==> config.mk <==
export PLATFORM = sky130hd
export DESIGN_NAME = gpc_c2f_req_arb
export DESIGN_NICKNAME = d
export VERILOG_FILES = /design/src/rtl/gpc_c2f_req_arb.sv
export SDC_FILE = /design/constraint.sdc
export NUM_CORES = 1
export LEC_CHECK = 0
export CAP_MARGIN = 20
export CORE_AREA = 2 2 166 168
export DETAILED_ROUTE_END_ITERATION = 8
export DIE_AREA = 0 0 168 170
export PLACE_DENSITY = 0.5
export SLEW_MARGIN = 30
export SYNTH_ARGS = -nofsm -noshare
export SYNTH_HDL_FRONTEND = slang
export SYNTH_SLANG_ARGS = --single-unit
==> constraint.sdc <==
create_clock -name QClk -period 3.2 [get_ports QClk]
set_clock_uncertainty 0.15 [all_clocks]
set_input_delay 0.64 -clock QClk [delete_from_list [all_inputs] [get_ports QClk]]
set_output_delay 0.64 -clock QClk [all_outputs]
set_load 0.1 [all_outputs]
==> src/rtl/gpc_c2f_req_arb.sv <==
// Round-robin arbiter for the shared C2F request channel with per-thread outstanding tracking.
// Optional watchdog on pending threads is enabled by defining GPC_C2F_TIMEOUT_EN.
module gpc_c2f_req_arb #(
  parameter int NUM_TH  = 4,
  parameter int ADDR_W  = 32,
  parameter int DATA_W  = 32,
  parameter int TMO_CYC = 255
) (
  input  logic                       QClk,
  input  logic                       RstQnnnL,
  input  logic [NUM_TH-1:0]          ThReqValidQ500H,
  input  logic [NUM_TH*2-1:0]        ThReqOpcodeQ500H,
  input  logic [NUM_TH*ADDR_W-1:0]   ThReqAddressQ500H,
  input  logic [NUM_TH*DATA_W-1:0]   ThReqDataQ500H,
  output logic [NUM_TH-1:0]          ThReqGntQ500H,
  output logic [NUM_TH-1:0]          ThPendingQ,
  output logic [NUM_TH-1:0]          ThRspValidQ502H,
  output logic [DATA_W-1:0]          ThRspDataQ502H,
  output logic                       C2F_ReqValidQ500H,
  output logic [1:0]                 C2F_ReqOpcodeQ500H,
  output logic [1:0]                 C2F_ReqThreadIDQ500H,
  output logic [ADDR_W-1:0]          C2F_ReqAddressQ500H,
  output logic [DATA_W-1:0]          C2F_ReqDataQ500H,
  input  logic                       C2F_RspValidQ502H,
  input  logic [1:0]                 C2F_RspOpcodeQ502H,
  input  logic [1:0]                 C2F_RspThreadIDQ502H,
  input  logic [DATA_W-1:0]          C2F_RspDataQ502H,
  input  logic                       C2F_RspStall,
  output logic                       ArbErrQ
);

  typedef enum logic {TH_IDLE = 1'b0, TH_PENDING = 1'b1} th_state_e;

  th_state_e [NUM_TH-1:0] st_q, st_d;
  logic [NUM_TH-1:0][1:0] op_q, op_d;
  logic [1:0]             ptr_q, ptr_d;
  logic                   err_q, err_d;
  logic                   vld_q, vld_d;
  logic [1:0]             opc_q, opc_d;
  logic [1:0]             tid_q, tid_d;
  logic [ADDR_W-1:0]      addr_q, addr_d;
  logic [DATA_W-1:0]      data_q, data_d;

  logic [NUM_TH-1:0]      pending;
  logic [NUM_TH-1:0]      legal;
  logic [NUM_TH-1:0]      elig;
  logic [NUM_TH-1:0]      gnt;
  logic [1:0]             gnt_idx;
  logic                   gnt_any;
  logic                   rsp_hit;
  logic [NUM_TH-1:0]      rsp_clr;
  logic [NUM_TH-1:0]      tmo_fire;

  always_comb begin
    for (int i = 0; i < NUM_TH; i++) begin
      pending[i] = (st_q[i] == TH_PENDING);
      legal[i]   = (ThReqOpcodeQ500H[2*i +: 2] == 2'b01) ||
                   (ThReqOpcodeQ500H[2*i +: 2] == 2'b10);
    end
  end

  assign elig = ThReqValidQ500H & ~pending & legal & {NUM_TH{~C2F_RspStall}};

  // Search starts at the pointer and wraps, so the most recently served thread goes last.
  always_comb begin
    logic [1:0] idx;
    gnt_idx = 2'd0;
    gnt_any = 1'b0;
    for (int k = 0; k < NUM_TH; k++) begin
      idx = ptr_q + 2'(k);
      if (!gnt_any && elig[idx]) begin
        gnt_any = 1'b1;
        gnt_idx = idx;
      end
    end
    gnt = '0;
    if (gnt_any) gnt[gnt_idx] = 1'b1;
  end

  assign rsp_hit = C2F_RspValidQ502H && pending[C2F_RspThreadIDQ502H];

  always_comb begin
    rsp_clr = '0;
    if (rsp_hit) rsp_clr[C2F_RspThreadIDQ502H] = 1'b1;
  end

`ifdef GPC_C2F_TIMEOUT_EN
  localparam logic [7:0] TMO_LIM = 8'(TMO_CYC);
  logic [NUM_TH-1:0][7:0] cnt_q, cnt_d;

  // A real response owns the response bus; an expired thread waits one more cycle.
  always_comb begin
    logic fired;
    fired    = 1'b0;
    tmo_fire = '0;
    for (int i = 0; i < NUM_TH; i++) begin
      if (!rsp_hit && !fired && pending[i] && (cnt_q[i] >= TMO_LIM)) begin
        tmo_fire[i] = 1'b1;
        fired       = 1'b1;
      end
    end
  end

  always_comb begin
    for (int i = 0; i < NUM_TH; i++) begin
      cnt_d[i] = cnt_q[i];
      if (gnt[i])                               cnt_d[i] = 8'd0;
      else if (pending[i] && cnt_q[i] != 8'hFF) cnt_d[i] = cnt_q[i] + 8'd1;
    end
  end

  always_ff @(posedge QClk or negedge RstQnnnL) begin
    if (!RstQnnnL) cnt_q <= '0;
    else           cnt_q <= cnt_d;
  end
`else
  assign tmo_fire = '0;
`endif

  always_comb begin
    st_d   = st_q;
    op_d   = op_q;
    ptr_d  = ptr_q;
    vld_d  = 1'b0;
    opc_d  = 2'b00;
    tid_d  = 2'd0;
    addr_d = '0;
    data_d = '0;
    for (int i = 0; i < NUM_TH; i++) begin
      if (gnt[i]) begin
        st_d[i] = TH_PENDING;
        op_d[i] = ThReqOpcodeQ500H[2*i +: 2];
      end else if (rsp_clr[i] || tmo_fire[i]) begin
        st_d[i] = TH_IDLE;
      end
    end
    if (gnt_any) begin
      ptr_d  = gnt_idx + 2'd1;
      vld_d  = 1'b1;
      opc_d  = ThReqOpcodeQ500H[2*gnt_idx +: 2];
      tid_d  = gnt_idx;
      addr_d = ThReqAddressQ500H[ADDR_W*gnt_idx +: ADDR_W];
      data_d = ThReqDataQ500H[DATA_W*gnt_idx +: DATA_W];
    end
    err_d = err_q
          | (C2F_RspValidQ502H && !pending[C2F_RspThreadIDQ502H])
          | (rsp_hit && (C2F_RspOpcodeQ502H != op_q[C2F_RspThreadIDQ502H]))
          | (|(ThReqValidQ500H & ~legal))
          | (|tmo_fire);
  end

  always_ff @(posedge QClk or negedge RstQnnnL) begin
    if (!RstQnnnL) begin
      st_q   <= {NUM_TH{TH_IDLE}};
      op_q   <= '0;
      ptr_q  <= 2'd0;
      err_q  <= 1'b0;
      vld_q  <= 1'b0;
      opc_q  <= 2'b00;
      tid_q  <= 2'd0;
      addr_q <= '0;
      data_q <= '0;
    end else begin
      st_q   <= st_d;
      op_q   <= op_d;
      ptr_q  <= ptr_d;
      err_q  <= err_d;
      vld_q  <= vld_d;
      opc_q  <= opc_d;
      tid_q  <= tid_d;
      addr_q <= addr_d;
      data_q <= data_d;
    end
  end

  assign ThReqGntQ500H        = gnt;
  assign ThPendingQ           = pending;
  assign ThRspValidQ502H      = rsp_clr | tmo_fire;
  assign ThRspDataQ502H       = rsp_hit ? C2F_RspDataQ502H :
                                (|tmo_fire) ? DATA_W'(32'hDEAD_BEEF) : '0;
  assign C2F_ReqValidQ500H    = vld_q;
  assign C2F_ReqOpcodeQ500H   = opc_q;
  assign C2F_ReqThreadIDQ500H = tid_q;
  assign C2F_ReqAddressQ500H  = addr_q;
  assign C2F_ReqDataQ500H     = data_q;
  assign ArbErrQ              = err_q;

endmodule

Word-level counts from Yosys, hierarchy flattened
Cells that the tools add are included.
{"block": "classes", "mux": 40, "order_cmp": 8, "reduce_logical": 21, "add_sub_neg": 4, "n_eq_ne": 9, "n_shift": 3, "bitwise": 10}
{"op": "indexed part select 128 x 8 -> 32 bit", "n": 2}
{"op": "2-to-1 mux 32 bit", "n": 3}
{"op": "2-to-1 mux 1 bit", "n": 20}
{"op": "less-than comparator 2 x 3 -> 1 bit (second input constant)", "n": 6}
{"op": "AND 4 bit", "n": 4}
{"op": "2-to-1 mux 2 bit", "n": 7}
{"op": "binary-select mux 1 bit (select 2 bit)", "n": 5}
{"op": "== test 2 x 1 -> 1 bit (second input constant)", "n": 4}
{"op": "== test 2 bit (second input constant)", "n": 4}
{"op": "logical AND 1 bit", "n": 8}
{"op": "2-to-1 mux 4 bit", "n": 2}
{"op": "NOT 4 bit", "n": 2}
{"op": "nonzero test 2 bit", "n": 4}
{"op": "indexed part select 8 x 4 -> 2 bit", "n": 1}
{"op": "adder 2 x 1 -> 2 bit (second input constant)", "n": 2}
{"op": "adder 2 bit (second input constant)", "n": 2}
{"op": "binary-select mux 2 bit (select 2 bit)", "n": 1}
{"op": "demux 1 bit (select 2 bit)", "n": 2}
{"op": ">= comparator 2 x 1 -> 1 bit (second input constant)", "n": 2}
{"op": "logical NOT 1 bit", "n": 4}
{"op": "logical OR 1 bit", "n": 4}
{"op": "OR reduction 4 bit", "n": 1}
{"op": "OR 1 bit", "n": 3}
{"op": "!= test 2 bit", "n": 1}
{"op": "NOT 1 bit", "n": 1}
{"block": "totals", "output_inout_bits": 114, "elab_cells": 110, "ff_bits": 84}

Logic depth before layout (Yosys ltp)
Gate-level depths: netlist of run 1.
{"block": "logic_depth", "ltp_word": 22, "ltp_mapped": 9, "ltp_nobuf": 6}

Worst setup path after synthesis of run 1
No wires, ideal clock.
{"block": "synth_timing", "path_type": "flip-flop to output port", "from": "register st_q, in the netlist ThPendingQ[1]", "to": "output ThRspValidQ502H[0]", "arrival_ns": 3.876, "slack_ns": -1.466, "n_path_buf": 0, "stages_incl_launch_ff": 4, "cell_sequence": "dfrtp_1 -> mux4_2 -> and2_1 -> nor3b_1"}
{"block": "synth_between", "elab_chain_len": 4}
{"element": "start: declaration", "line_no": "34", "source": "th_state_e [NUM_TH-1:0] st_q, st_d;"}
{"element": "start signal: assignment", "line_no": "154", "source": "st_q <= {NUM_TH{TH_IDLE}};"}
{"element": "start signal: assignment", "line_no": "164", "source": "st_q <= st_d;"}
{"element": "binary-select mux 1 bit (select 2 bit)", "line_no": "80", "source": "assign rsp_hit = C2F_RspValidQ502H && pending[C2F_RspThreadIDQ502H];"}
{"element": "2-to-1 mux 1 bit (implied by the code)", "line_no": "80"}
{"element": "logical AND 1 bit", "line_no": "80"}
{"element": "2-to-1 mux 4 bit", "line_no": "84", "source": "if (rsp_hit) rsp_clr[C2F_RspThreadIDQ502H] = 1'b1;"}
{"element": "end: declaration", "line_no": "17", "source": "output logic [NUM_TH-1:0] ThRspValidQ502H,"}
No other way between the ends. The select of a mux whose other input is x is not followed.

Final worst setup path of run 1
{"block": "layout_timing", "from": "input ThReqOpcodeQ500H[3]", "to": "output ThReqGntQ500H[0]"}
{"block": "layout_between", "elab_chain_len": 21}
{"element": "start: declaration", "line_no": "12", "source": "input logic [NUM_TH*2-1:0] ThReqOpcodeQ500H,"}
{"element": "== test 2 x 1 -> 1 bit / == test 2 bit (equally long branches)", "line_no": "57, 58"}
{"element": "logical OR 1 bit *", "line_no": "57", "source": "legal[i] = (ThReqOpcodeQ500H[2*i +: 2] == 2'b01) ||"}
{"element": "AND 4 bit * (2 in series)", "line_no": "62", "source": "assign elig = ThReqValidQ500H & ~pending & legal & {NUM_TH{~C2F_RspStall}};"}
{"element": "binary-select mux 1 bit (select 2 bit)", "line_no": "71", "source": "if (!gnt_any && elig[idx]) begin"}
{"element": "2-to-1 mux 1 bit (implied by the code)", "line_no": "71"}
{"element": "2-to-1 mux 1 bit", "line_no": "71"}
{"element": "logical NOT 1 bit", "line_no": "71"}
{"element": "logical AND 1 bit", "line_no": "71"}
{"element": "(+4 left out)"}
{"element": "logical NOT 1 bit", "line_no": "71"}
{"element": "logical AND 1 bit", "line_no": "71"}
{"element": "2-to-1 mux 2 bit", "line_no": "71"}
{"element": "less-than comparator 2 x 3 -> 1 bit (implied by the code) / >= comparator 2 x 1 -> 1 bit (equally long branches)", "line_no": "77", "source": "if (gnt_any) gnt[gnt_idx] = 1'b1;"}
{"element": "logical AND 1 bit (implied by the code)", "line_no": "77"}
{"element": "2-to-1 mux 1 bit (implied by the code)", "line_no": "77"}
{"element": "demux 1 bit (select 2 bit)", "line_no": "77"}
{"element": "2-to-1 mux 4 bit *", "line_no": "77"}
{"element": "end: declaration", "line_no": "15", "source": "output logic [NUM_TH-1:0] ThReqGntQ500H,"}
Mark *: on every way between the ends. The rest lies on a longest branch, timed or not. The select of a mux whose other input is x is not followed.

==> results summary, run 1 <==
The run finished with clean final reports. In the synthesized netlist, the number of instances is 443. The relative area change from synthesis to final layout is 133%. The detailed-placement wirelength estimate is 18600 um. The initial core utilization is 0.164. The die extent in x is 168 um.

The worst register-to-register path ends at C2F_ReqDataQ500H[25]$_DFF_PN0_. For this design the static power due to leakage is ~4.5 nW. The longest clock path from root to sink contains 2 buffers. The number of antenna violations at the first check in global routing came out at 1. Max-cap violations in this run came to 0. The kind of critical path is input port to output port. The final-report max-slew violation count is 0. The average wire per cell in the routed design is about 19 um. The number of levels the H-tree was split into came out at 3. The register bit count reported by yosys is 84. The worst-margin pin slew is 0.440 ns. The layout has around 2600 filler cells. The first-pass GRT wire length came out at approximately 34000 um. The worst hold path belongs to the class input port to asynchronous set/reset pin. The area enclosed by the die boundary is 0.0286 mm^2.

The largest fanout of any net on the critical path is 3. The mapped netlist covers 0.00438 mm^2. Sorting the synthesized cells by area gives the leading types as sky130_fd_sc_hd__dfrtp_1 (48%), sky130_fd_sc_hd__a222oi_1 (15%), sky130_fd_sc_hd__a21oi_1 (8.1%). The global routing usage summed across all routing layers is 0.157. The final number of hold-violating endpoints came out at 0.

Dividing the final minimum period by the clock period gives 0.987. The worst reg2reg path depth came out at 8. The maximum ir drop on the vdd rail came out at 0.327 mV.

The data arrival time of the critical path came out at 2.37 ns. For this design, the slowest cell found on the critical path is sky130_fd_sc_hd__or4b_4. The power density of the placed cells is 694 mW/mm^2. Of the synthesized area, sequential elements account for 0.480. The headroom to the max-slew limit is 0.707. The via count of the first global-routing pass is between 5000 and 6000. Walking the worst path, the cells encountered are dlygate4sd2_1, xnor2_4, or4b_4, a21oi_4, nor2_4, nor3_4, buf_12.

After the last flow step, the layout net total stands at between 1000 and 1500. The total routed wirelength is 23900 um. The routed via count divided by cell count is 4.54.

After floorplanning, the core was sized to cover 0.0267 mm^2. Setup violations remaining at the end of the flow were counted as 0. On the final layout, the worst hold slack is roughly 0.072 ns. The number of nets handed over by synthesis was around 750. Clock tree synthesis inserted a total of 9 buffers. The number of port buffers came out at 421. The yosys synthesis warning count is 0. The DRC violation total after the first TritonRoute iteration is ~400. In this run the core area contains 60 standard-cell rows. The layout cell share with drive strength beyond 1 is 0.298.

The largest single stage delay on the critical path is around 0.56 ns. STA classifies the critical path endpoint as an output port. The total power of the final layout came out at 0.00708 W. The number of ports placed on the die boundary is 422. The biggest area contributor in the post-synthesis netlist is sky130_fd_sc_hd__dfrtp_1. Setup slack on the worst reg-to-reg path comes out at roughly 0.55 ns. The congestion estimate from routability-driven global placement came to around 0.80.

The tree built by TritonCTS fans out to between 80 and 90 sinks. The cell sitting at the root of the clock tree is a sky130_fd_sc_hd__clkbuf_16. The remaining antenna violation count after routing is 0. After clock tree synthesis, the clock-pin slew on the worst setup and hold paths is about 0.060 ns. The first-pass iteration count of the detailed router is 7. After detailed routing, the number of remaining DRC violations is 0. The post-synthesis average cell area came out at 9.89 um^2. The maximum frequency from static timing analysis is 317 MHz.

In this run, post-CTS hold repair placed 0 buffers. Data on the critical path is required at its endpoint by about 2.4 ns. The number of vias in the routed layout came out at 5668. The worst register-to-register path begins at ThPendingQ[1]$_DFFE_PN0P_. The die height came out at 170 um.

The startpoint type of the worst setup path is an input port. After layout, the minimum clock period comes to between 3 and 4 ns. For this run the aggregate overflow at the end of global routing stands at 0. TritonCTS built the clock tree. The maximum number of pins on one net before global-route repair came out at 54.

The clock latency on the worst-skew pair is 0.34 ns. The number of library cell types mapped by synthesis is 46. The fraction of synthesized cell area taken by the top area cell type came out at 0.480.
worst max-delay path by stage:
stage	startpoint	slack (ns)	end	cells past startpoint
finish	ThReqOpcodeQ500H[3]	0.04	ThReqGntQ500H[0]	7
detailed placement	ThReqOpcodeQ500H[2]	-0.26	ThReqGntQ500H[0]	7
global placement	ThReqOpcodeQ500H[2]	-0.24	ThReqGntQ500H[0]	7
global route	ThReqOpcodeQ500H[3]	-0.02	ThReqGntQ500H[0]	9
floorplan	ThReqOpcodeQ500H[2]	-0.08	ThReqGntQ500H[0]	5
CTS	ThReqOpcodeQ500H[4]	0.002	ThReqGntQ500H[0]	7
registers in the layout (all words and copies together), names as in the netlist:
name,count
ThPendingQ,4
C2F_ReqValidQ500H,1
C2F_ReqOpcodeQ500H,2
C2F_ReqAddressQ500H,32
ptr_q,2
ArbErrQ,1
C2F_ReqThreadIDQ500H,2
op_q,8
C2F_ReqDataQ500H,32
metrics by stage:
stage          TNS (ns)  instance area [um^2]   util  setup WS, ns  std cells
2_1_floorplan   -0.0986                  4480      -       -0.0782        443
3_3_place_gp      -7.49                  9710  0.365        -0.239       1222
3_5_place_dp      -9.59                  9710  0.365        -0.262       1222
4_1_cts               0                 10100  0.378       0.00155       1243
5_1_grt         -0.0169                 10200  0.383       -0.0169       1249
6_report              0                 10200  0.383        0.0429       1249
what timing repair did:
action / in CTS / in global routing
endpoints found under the setup margin: 4 / 3
setup buffers: 5 / 5
resized for setup: 10 / 20
pin swaps: 7 / 7
critical path, delay by kind of cell:
kind / cells / cell delay, ns
compound gates: 1 / 0.19
simple gates: 3 / 0.85
buf+inv: 2 / 0.51
xor+xnor: 1 / 0.17
cell usage in the layout, fill, tap and decap left out, types with 2 or more instances in the layout:
cell                                n
sky130_fd_sc_hd__buf_12            48
sky130_fd_sc_hd__nor3b_4            2
sky130_fd_sc_hd__nand2b_1           2
sky130_fd_sc_hd__a21oi_1           68
sky130_fd_sc_hd__nand3_2            4
sky130_fd_sc_hd__dlygate4sd2_1      5
sky130_fd_sc_hd__o21ai_0            5
sky130_fd_sc_hd__nand3_1            4
sky130_fd_sc_hd__buf_4            138
sky130_fd_sc_hd__mux2_1             4
sky130_fd_sc_hd__a22oi_1            2
sky130_fd_sc_hd__mux4_2             3
sky130_fd_sc_hd__dlymetal6s2s_1     6
sky130_fd_sc_hd__nand2_1           69
sky130_fd_sc_hd__nand2_2            2
sky130_fd_sc_hd__mux2i_1            3
sky130_fd_sc_hd__nor3_2             2
sky130_fd_sc_hd__dfrtp_2            3
sky130_fd_sc_hd__a222oi_1          65
sky130_fd_sc_hd__and3_1             4
sky130_fd_sc_hd__inv_1              8
sky130_fd_sc_hd__and3_2            30
sky130_fd_sc_hd__a21oi_2            3
sky130_fd_sc_hd__clkbuf_16          9
sky130_fd_sc_hd__nor2_4             4
sky130_fd_sc_hd__clkdlybuf4s50_1  294
sky130_fd_sc_hd__dfrtp_1           81
sky130_fd_sc_hd__clkbuf_8           3
sky130_fd_sc_hd__xnor2_1            3
sky130_fd_sc_hd__o22ai_1            3
layer usage:
metal / track usage / vias to the layer above / routed length [um]
met2: 0.275 / 333 / 11900
met3: 0.0456 / 37 / 2140
li1: - / 2647 / -
met4: 0.0590 / 0 / 654
met1: 0.181 / 2651 / 9180
met5: 0 / - / 0
report_power, final:
group	switching, W	internal, W	total, W
registers	0.000174	0.00132	0.00149
clock network	0.000454	0.000674	0.00113
logic	0.00303	0.00143	0.00446
total	0.00366	0.00342	0.00708
cell usage after synthesis, drive strengths merged:
| library cell | count |
|---|---|
| o2111ai | 1 |
| mux2i | 3 |
| nand2 | 71 |
| inv | 9 |
| nor2b | 1 |
| nor3 | 3 |
| nor2 | 4 |
| o21ai | 5 |
| or3 | 1 |
| o311a | 1 |
| mux4 | 3 |
| nor4b | 2 |
| o32ai | 1 |
| nor3b | 3 |
| a222oi | 65 |
| and3 | 34 |
| a221o | 1 |
| nand2b | 2 |
| o22ai | 3 |
| nand3b | 1 |
| and3b | 1 |
| or4 | 1 |
| or4b | 1 |
| a22oi | 2 |
| o21bai | 1 |
| and2 | 1 |
| xnor2 | 4 |
| nand3 | 8 |
| a21oi | 72 |
| and4 | 1 |
| xor2 | 2 |
| mux2 | 5 |
| dfrtp | 84 |
| o32a | 1 |
| a21boi | 1 |
| clkbuf | 29 |
| buf | 15 |
final cells by class:
cell class / instances / area, um^2 / area share
Tap cell: 341 / 427 / 0.0419
Clock buffer: 12 / 267 / 0.0261
Multi-Input combinational cell: 306 / 2240 / 0.220
Sequential cell: 84 / 2110 / 0.207
Clock inverter: 4 / 55.1 / 0.00540
Inverter: 9 / 33.8 / 0.00331
Timing Repair Buffer: 492 / 5060 / 0.497
Antenna cell: 1 / 2.50 / 0.000245
kinds of logic after synthesis:
family	Yosys count	synth area share
AOI/OAI and AO/OA	154	0.261
xor gates and xnor gates	6	0.0120
buffers and inverters	53	0.0522
DFF	84	0.480
muxes	11	0.0351
and+or+nand+nor	135	0.160
Power figures use the tool's default switching activity.
==> inputs of run 2 (changes only) <==
- TNS_END_PERCENT: not set -> 50
==> results summary, run 2 (synthesized netlist as in run 1, its figures left out) <==
The run finished with clean final reports. The net switching component of the power is 0.00367 W (+0.37%). The count of hold-fix buffers inserted at cts is 0 (unchanged).

The die height came to 170 um (unchanged). The initial core utilization came to 0.164 (unchanged). The total power of the final layout was 0.00709 W (+0.25%). The critical path is of the input port to output port type. The final-report max-slew violation count is 0 (unchanged).

From synthesis to final layout, the design area changed by 130%. The critical path goes through clkdlybuf4s50_1, nor3b_4, buf_4, nand3_2, a21oi_2, nor3_2, nor3_4, buf_12. The final estimated routing congestion in global placement came out at 0.793 (-0.99%). The worst-margin pin slew is 0.578 ns (+0.139 ns). The root buffer cell chosen for the clock tree is sky130_fd_sc_hd__clkbuf_16. The first-pass iteration count of the detailed router is 6 (-1). The layout cell share with drive strength beyond 1 is 0.259 (-0.0387). The sink count of the clock tree is 84 (unchanged).

The number of rows in the core area is 60 (unchanged). The cell area reported after detailed placement is 0.00966 mm^2 (-0.54%). The power density of the placed cells came out at 705 mW/mm^2 (+1.5%).

The number of antenna violations at the first check in global routing is 0 (-1). TritonCTS built the clock tree. The headroom to the max-slew limit came out at 0.614 (-0.0926). The clock share of power came to 0.167 (+0.008).

The number of buffers created by CTS came out at 9 (unchanged). The startpoint identified for the worst register-to-register timing path is ThPendingQ[1]$_DFFE_PN0P_. The number of levels the H-tree was split into came out at 3 (unchanged). The static power due to leakage came to 4.42 nW (-1.4%).

The via count of the first global-routing pass is 5920 (+1.6%). The maximum number of pins on one net before global-route repair came out at 47 (-13%). The number of cells on the critical path came to 8 (+1). The share of the cycle needed by the critical path after routing came out at 0.974 (-0.0129). The worst setup path is launched from an input port. The number of buffer and inverter instances along the worst setup path is 3 (+1). The total routed wirelength is 23900 um (+0.10%). The global routing usage summed across all routing layers came to 0.160 (+0.00274). The largest individual stage delay along the critical path comes from the cell sky130_fd_sc_hd__clkdlybuf4s50_1.

The fraction of the core area covered by cells at the end of the flow came to 0.378 (-0.00479). The top cell types in the final layout, fill and taps aside, are sky130_fd_sc_hd__clkdlybuf4s50_1 (294), sky130_fd_sc_hd__buf_4 (122), sky130_fd_sc_hd__dfrtp_1 (81). The number of port buffers came out at 421 (unchanged). The kind of cell with the highest combined delay along the critical path is buffers and inverters.

The DRC violation total after the first TritonRoute iteration came out at 573 (+46%). The worst reg2reg path depth came out at 8 (unchanged). The remaining antenna violation count after routing is 0 (unchanged). The minimum period implied by the final worst setup slack came out at 3.12 ns (-0.0413 ns). The data arrival time of the critical path is 2.33 ns (-0.04 ns).

The internal power is 0.00342 W (+0.12%). In this run the worst setup path begins at ThReqValidQ500H[2]. The largest fanout of any net on the critical path is 2 (-1). The detailed-placement wirelength estimate came out at 18200 um (-2.2%).

The core footprint was 0.0267 mm^2 (unchanged). The clock latency on the worst-skew pair is 0.35 ns (about the same). The final-layout setup total negative slack came out at 0 ns (unchanged). The maximum frequency from static timing analysis came out at 321 MHz (+1.3%). The post-layout instance area came out at 0.0101 mm^2 (-1.3%). The die extent in x was 168 um (unchanged).

The switching portion of total power was 0.517 (+0.000621). The number of nets in the layout is 1196 (-1.2%). The sequential power share is 0.209 (-0.002). The number of violations of the max-capacitance limit is 0 (unchanged). The area enclosed by the die boundary came to 0.0286 mm^2 (unchanged). The first-pass GRT wire length came to 34800 um (+2.4%). The sequential standard cell area is 0.00211 mm^2 (unchanged). The detailed-route DRC error count is 0 (unchanged). The number of vias in the routed layout came to 5616 (-0.92%). The register clock-pin slew on the reported worst setup and hold paths came out at 0.07 ns (about the same).

The remaining global-route overflow is 0 (unchanged). The number of setup violations in the final report was 0 (unchanged). The average wire per cell in the routed design came out at 19.4 um (+1.4%). The maximum ir drop on the vdd rail is 0.298 mV (-9.0%).

The number of antenna repair diodes was 0 (-1). The critical path's largest stage delay was 0.48 ns (-0.08 ns). The final number of hold-violating endpoints came out at 0 (unchanged). The number of filler cells placed in the layout was 2704 (+3.1%). The worst hold path belongs to the class input port to asynchronous set/reset pin. The library cell used most frequently in the layout, excluding fill and tap cells, is sky130_fd_sc_hd__clkdlybuf4s50_1. The worst endpoint required time came to 2.41 ns (about the same).

The relative contribution of combinational cells to total power is 0.624 (-0.006). The worst setup path is captured at an output port. The area taken by multi-input logic gates came out at 0.00220 mm^2 (-1.7%). The number of ports placed on the die boundary was 422 (unchanged).

The worst hold slack came out at 0.0952 ns (+0.0230 ns). The routed via count divided by cell count came out at 4.55 (+0.37%). The maximum buffer depth of the clock tree is 2 (unchanged).
run 2: cell count changes in the layout (fill, tap and decap cells not counted), moves of 2 or more:
cell and delta:
sky130_fd_sc_hd__buf_12 +2, sky130_fd_sc_hd__and3_1 +20, sky130_fd_sc_hd__nand3_1 +3, sky130_fd_sc_hd__nand3_2 -3, sky130_fd_sc_hd__buf_4 -16, sky130_fd_sc_hd__and3_2 -20, sky130_fd_sc_hd__clkbuf_8 -2
run 2: path summary, 6_finish.rpt:
kind	end	slack [ns]
min reg2reg	op_q[1]$_DFFE_PN0P_	0.35
min	C2F_ReqAddressQ500H[1]$_DFF_PN0_	0.1
max	ThReqGntQ500H[0]	0.08
max reg2reg	C2F_ReqDataQ500H[3]$_DFF_PN0_	0.44
max in group asynchronous	C2F_ReqDataQ500H[5]$_DFF_PN0_	2.11
min in group QClk	op_q[1]$_DFFE_PN0P_	0.35
run 2: cell type report:
type / count / area share
multi-input cells: 306 / 0.219
clock buffers: 11 / 0.0241
repair buffers: 478 / 0.495
clock inverters: 4 / 0.00746
well taps: 341 / 0.0424
flip-flops and latches: 84 / 0.209
inverters: 9 / 0.00336
run 2: per-stage QoR:
stage / cells / worst slack [ns]
6_report: 1233 / 0.0842
5_1_grt: 1233 / -0.0208
3_3_place_gp: 1215 / -0.312
2_1_floorplan: 443 / -0.0782
3_5_place_dp: 1215 / -0.384
4_1_cts: 1231 / -0.0432
run 2: what timing repair did:
action                     4_1_cts  5_1_grt
setup buffers                    1        2
gates resized for setup         12       16
hold endpoints to repair         0        0
pin swaps                        2        9
setup endpoints to repair        7        3
run 2: power by group through the flow:
stage / Sequential, W / Combinational [W] / Clock, W
6_report: 0.00149 / 0.00443 / 0.00118
5_1_grt: 0.00152 / 0.00461 / 0.00126
2_1_floorplan: 0.00285 / 0.00145 / 0
3_3_place_gp: 0.00150 / 0.00443 / 0
4_1_cts: 0.00148 / 0.00445 / 0.00122
3_5_place_dp: 0.00150 / 0.00444 / 0
run 2: per-layer routing:
| layer | wire length [um] | global-route usage | part of all wire | vias to the layer above |
|---|---|---|---|---|
| li1 | - | - | - | 2616 |
| met1 | 9420 | 0.190 | 0.39 | 2660 |
| met2 | 11900 | 0.280 | 0.50 | 309 |
| met3 | 1990 | 0.0423 | 0.083 | 31 |
| met4 | 613 | 0.0533 | 0.026 | 0 |
| met5 | 0 | 0 | 0 | - |
run 2: worst reg2reg max path, cell delays in order, from the launching register on:
cell                       delay [ns]
sky130_fd_sc_hd__dfrtp_2         0.47
sky130_fd_sc_hd__or4b_4          0.60
sky130_fd_sc_hd__buf_4           0.16
sky130_fd_sc_hd__a21oi_2         0.17
sky130_fd_sc_hd__o32ai_4         0.14
sky130_fd_sc_hd__buf_4           0.18
sky130_fd_sc_hd__buf_12          0.16
sky130_fd_sc_hd__a222oi_1        0.46
sky130_fd_sc_hd__a21oi_1         0.12
==> inputs of run 3 (changes only) <==
- ABC_AREA: not set -> 1
- CORE_AREA: 2 2 166 168 -> 2 2 165 167
- DIE_AREA: 0 0 168 170 -> 0 0 167 169
- PLACE_DENSITY: 0.5 -> 0.57
==> results summary, run 3 <==
The run finished with clean final reports. The die height came out at 169 um (-0.59%). The synthesized netlist cell count was 955 (+120%).

The number of levels the H-tree was split into is 3 (unchanged). STA classifies the critical path startpoint as an input port. The number of antenna violations at the first check in global routing is 1 (+1). The number of antenna repair diodes is 0 (unchanged). The count of hold-fix buffers inserted at cts is 0 (unchanged). The number of nets in the synthesized netlist came out at 1263 (+68%). The register clock-pin slew on the reported worst setup and hold paths was 0.08 ns (about the same). The power density of the placed cells is 926 mW/mm^2 (+31%). The maximum buffer depth of the clock tree is 2 (unchanged). The data arrival time of the critical path is 2.33 ns (about the same).

The layout cell share with drive strength beyond 1 came to 0.228 (-0.0309). The most critical setup path has its startpoint at ThReqOpcodeQ500H[3]. The critical path is of the input port to output port type. The routing usage on met2 came out at 0.354 (+0.0740). The remaining global-route overflow came out at 0 (unchanged). The DRC violation total after the first TritonRoute iteration came out at 480 (-16%). The net switching component of the power is 0.00644 W (+76%). The routed via count divided by cell count is 4.50 (-1.1%). The remaining antenna violation count after routing is 0 (unchanged). The core footprint came to 0.0265 mm^2 (-0.56%). The relative contribution of combinational cells to total power came to 0.755 (+0.131). The final number of hold-violating endpoints was 0 (unchanged). The number of setup violations in the final report is 0 (unchanged). The initial core utilization came out at 0.222 (+0.0574).

The sequential power share came to 0.144 (-0.065). The worst hold slack is 0.124 ns (+0.0292 ns). The static power due to leakage was 5.85 nW (+32%).

The global-route met3 utilization came out at 0.0461 (+0.00373). The minimum period implied by the final worst setup slack was 3.12 ns (+0.0000841 ns). The headroom to the max-slew limit is 0.589 (-0.0258). The path class of the tightest hold or removal check is input port to asynchronous set/reset pin. The first-pass iteration count of the detailed router was 4 (-2). The register-to-register setup slack came out at 0.36 ns (-0.08 ns).

TritonCTS built the clock tree. The fraction of the core area covered by cells at the end of the flow came to 0.448 (+0.0702). Following the worst setup path forward leads to its endpoint at ThReqGntQ500H[2]. The number of synthesized flops with an enable pin came to 0 (unchanged).

The sequential share of the synthesized area is 0.358 (-0.122). The clock share of power came to 0.102 (-0.065). The worst reg2reg path depth is 15 (+7).

The number of buffers created by CTS was 9 (unchanged). The die extent in x came out at 167 um (-0.60%). The sink count of the clock tree is 84 (unchanged). The maximum number of pins on one net before global-route repair is 88 (+87%). The maximum ir drop on the vdd rail is 1.18 mV (+290%).

The share of async-settable or async-resettable flops after synthesis is 1.00 (unchanged). The worst endpoint required time is 2.41 ns (about the same). The largest fanout of any net on the critical path came to 4 (+2). STA classifies the critical path endpoint as an output port.

Leaving out fill and tap cells, the most frequent cell in the layout is sky130_fd_sc_hd__nand2_1. The detailed-route DRC error count is 0 (unchanged). The fraction of synthesized cell area taken by the top area cell type came out at 0.358 (-0.122). The number of rows in the core area came to 60 (unchanged). The average wire per cell in the routed design was 16.7 um (-14%). In the layout the commonest cells are sky130_fd_sc_hd__nand2_1 (427), sky130_fd_sc_hd__clkdlybuf4s50_1 (291), sky130_fd_sc_hd__buf_4 (148).

The leading cell type by number of instances after synthesis is sky130_fd_sc_hd__nand2_1. The via count of the first global-routing pass is 7694 (+30%). The netlist area before placement is 0.00588 mm^2 (+34%).

The final-report max-slew violation count came to 0 (unchanged). The most used flip-flop cell after synthesis is sky130_fd_sc_hd__dfrtp_1. The number of vias in the routed layout is 7897 (+41%).

The clock latency on the worst-skew pair came to 0.35 ns (about the same). The maximum frequency from static timing analysis is 321 MHz (about the same). The worst-margin pin slew came out at 0.617 ns (+0.0386 ns).

The total routed wirelength is 29300 um (+22%). The met1 global-route usage came out at 0.240 (+0.0498). The number of port buffers was 421 (unchanged).

Ranked by total cell area, the synthesized netlist is headed by sky130_fd_sc_hd__dfrtp_1 (36%), sky130_fd_sc_hd__nand2_1 (28%), sky130_fd_sc_hd__nand3_1 (13%). The root buffer cell is sky130_fd_sc_hd__clkbuf_16. The final estimated routing congestion in global placement is 0.867 (+9.4%). The number of violations of the max-capacitance limit came to 0 (unchanged).

The share of the cycle needed by the critical path after routing came out at 0.974 (about the same). The synthesized design spends more area on one cell type than any other, namely sky130_fd_sc_hd__dfrtp_1. The critical register-to-register path endpoint is C2F_ReqDataQ500H[11]$_DFF_PN0_.

The number of library cell types mapped by synthesis is 29 (-37%). The number of nets in the layout came to 1715 (+43%). The yosys synthesis warning count is 0 (unchanged).

The worst register-to-register path begins at ptr_q[0]$_DFFE_PN0P_. The area enclosed by the die boundary is 0.0282 mm^2 (-1.2%). Counting instances in the post-synthesis netlist gives the leading cell types as sky130_fd_sc_hd__nand2_1 (446), sky130_fd_sc_hd__nand3_1 (152), sky130_fd_sc_hd__dfrtp_1 (84). The relative area change from synthesis to final layout is 102%. In this run the most used layer during global routing was met2. The number of filler cells placed in the layout is 2755 (+1.9%). The switching portion of total power was 0.586 (+0.0690). The number of ports placed on the die boundary came out at 422 (unchanged). The register bit count reported by yosys is 84 (unchanged). The internal power came out at 0.00455 W (+33%).

The global routing usage summed across all routing layers came out at 0.199 (+0.0391). The first-pass GRT wire length came out at 44100 um (+27%). The detailed-placement wirelength estimate is 21600 um (+19%). The post-synthesis average cell area is 6.16 um^2 (-38%).
==> run 3: changes by cell type after synthesis, sizes merged, moves of 4 or more <==
cell,before,now
buf,15,54
a222oi,65,0
a21oi,72,68
clkbuf,29,14
and3,34,0
nand2,71,447
mux2,5,0
nand3,8,152
nor2,4,45
inv,9,62
o21ai,5,9
==> run 3: what timing repair did <==
action | in CTS | in global routing
endpoints found under the setup margin | 36 | 44
endpoints found under the hold margin | 0 | 0
pin swaps | 19 | 14
setup buffers | 28 | 4
resized for setup | 49 | 34
==> run 3: cells by family after synthesis <==
| logic type | synth area share |
|---|---|
| AND/OR/NAND/NOR | 0.453 |
| XOR/XNOR | 0.00575 |
| buffers and inverters | 0.105 |
| AO/OA/AOI/OAI | 0.0790 |
| flip-flops | 0.358 |
==> run 3: worst max-delay path, stage by stage <==
cell and delay [ns]:
sky130_fd_sc_hd__dlygate4sd2_1 0.25, sky130_fd_sc_hd__inv_1 0.05, sky130_fd_sc_hd__nand2_1 0.05, sky130_fd_sc_hd__nand2_2 0.10, sky130_fd_sc_hd__nand3_2 0.10, sky130_fd_sc_hd__nand2_2 0.11, sky130_fd_sc_hd__nand2_1 0.09, sky130_fd_sc_hd__nand2_2 0.11
sky130_fd_sc_hd__nor2_2 0.05, sky130_fd_sc_hd__nand3_1 0.07, sky130_fd_sc_hd__nand2_2 0.07, sky130_fd_sc_hd__nor2_4 0.17, sky130_fd_sc_hd__buf_4 0.14, sky130_fd_sc_hd__inv_2 0.04, sky130_fd_sc_hd__nand2_4 0.05, sky130_fd_sc_hd__inv_2 0.04
sky130_fd_sc_hd__buf_12 0.15
==> run 3: power groups by stage <==
| stage | clock [W] | combinational [W] | sequential, W |
|---|---|---|---|
| floorplan | 0 | 0.00367 | 0.00346 |
| global placement | 0 | 0.00805 | 0.00160 |
| detailed placement | 0 | 0.00808 | 0.00160 |
| CTS | 0.00115 | 0.00822 | 0.00159 |
| global route | 0.00119 | 0.00890 | 0.00161 |
| finish | 0.00112 | 0.00829 | 0.00158 |
==> run 3: final cells by class <==
type	count	area, um^2	area share
Clock inverter	6	72.6	0.00611
Clock buffer	10	229	0.0193
Inverter	63	240	0.0202
Multi-Input combinational cell	740	3580	0.302
Tap cell	341	427	0.0359
Timing Repair Buffer	509	5210	0.439
Sequential cell	84	2110	0.178
==> run 3: per-stage QoR <==
step | power [W] | setup TNS, ns | area [um^2] | cells | worst slack, ns
2_1_floorplan | 0.00712 | -0.0998 | 6140 | 955 | -0.0992
3_3_place_gp | 0.00965 | -10.44 | 11200 | 1705 | -0.329
3_5_place_dp | 0.00968 | -13.88 | 11200 | 1705 | -0.367
4_1_cts | 0.0110 | 0 | 11800 | 1749 | 0.00118
5_1_grt | 0.0117 | -0.0927 | 11900 | 1753 | -0.0571
6_report | 0.0110 | 0 | 11900 | 1753 | 0.0841
==> run 3: metal layers <==
metal / wire, um / vias to the layer above
met5: 0 / -
met4: 663 / 0
met3: 2130 / 37
met2: 14800 / 340
met1: 11700 / 3610
li1: - / 3910
==> run 3: worst min path at each step <==
stage                   startpoint                               end  slack (ns)  cells past startpoint
2_1_floorplan             RstQnnnL                 ArbErrQ$_DFF_PN0_        0.19                      0
3_3_place_gp   op_q[0]$_DFFE_PN0P_               op_q[0]$_DFFE_PN0P_        0.31                      2
3_5_place_dp   op_q[0]$_DFFE_PN0P_               op_q[0]$_DFFE_PN0P_        0.32                      2
4_1_cts                   RstQnnnL  C2F_ReqAddressQ500H[3]$_DFF_PN0_        0.15                      1
5_1_grt                   RstQnnnL  C2F_ReqAddressQ500H[3]$_DFF_PN0_        0.18                      1
6_report                  RstQnnnL  C2F_ReqAddressQ500H[3]$_DFF_PN0_        0.12                      1
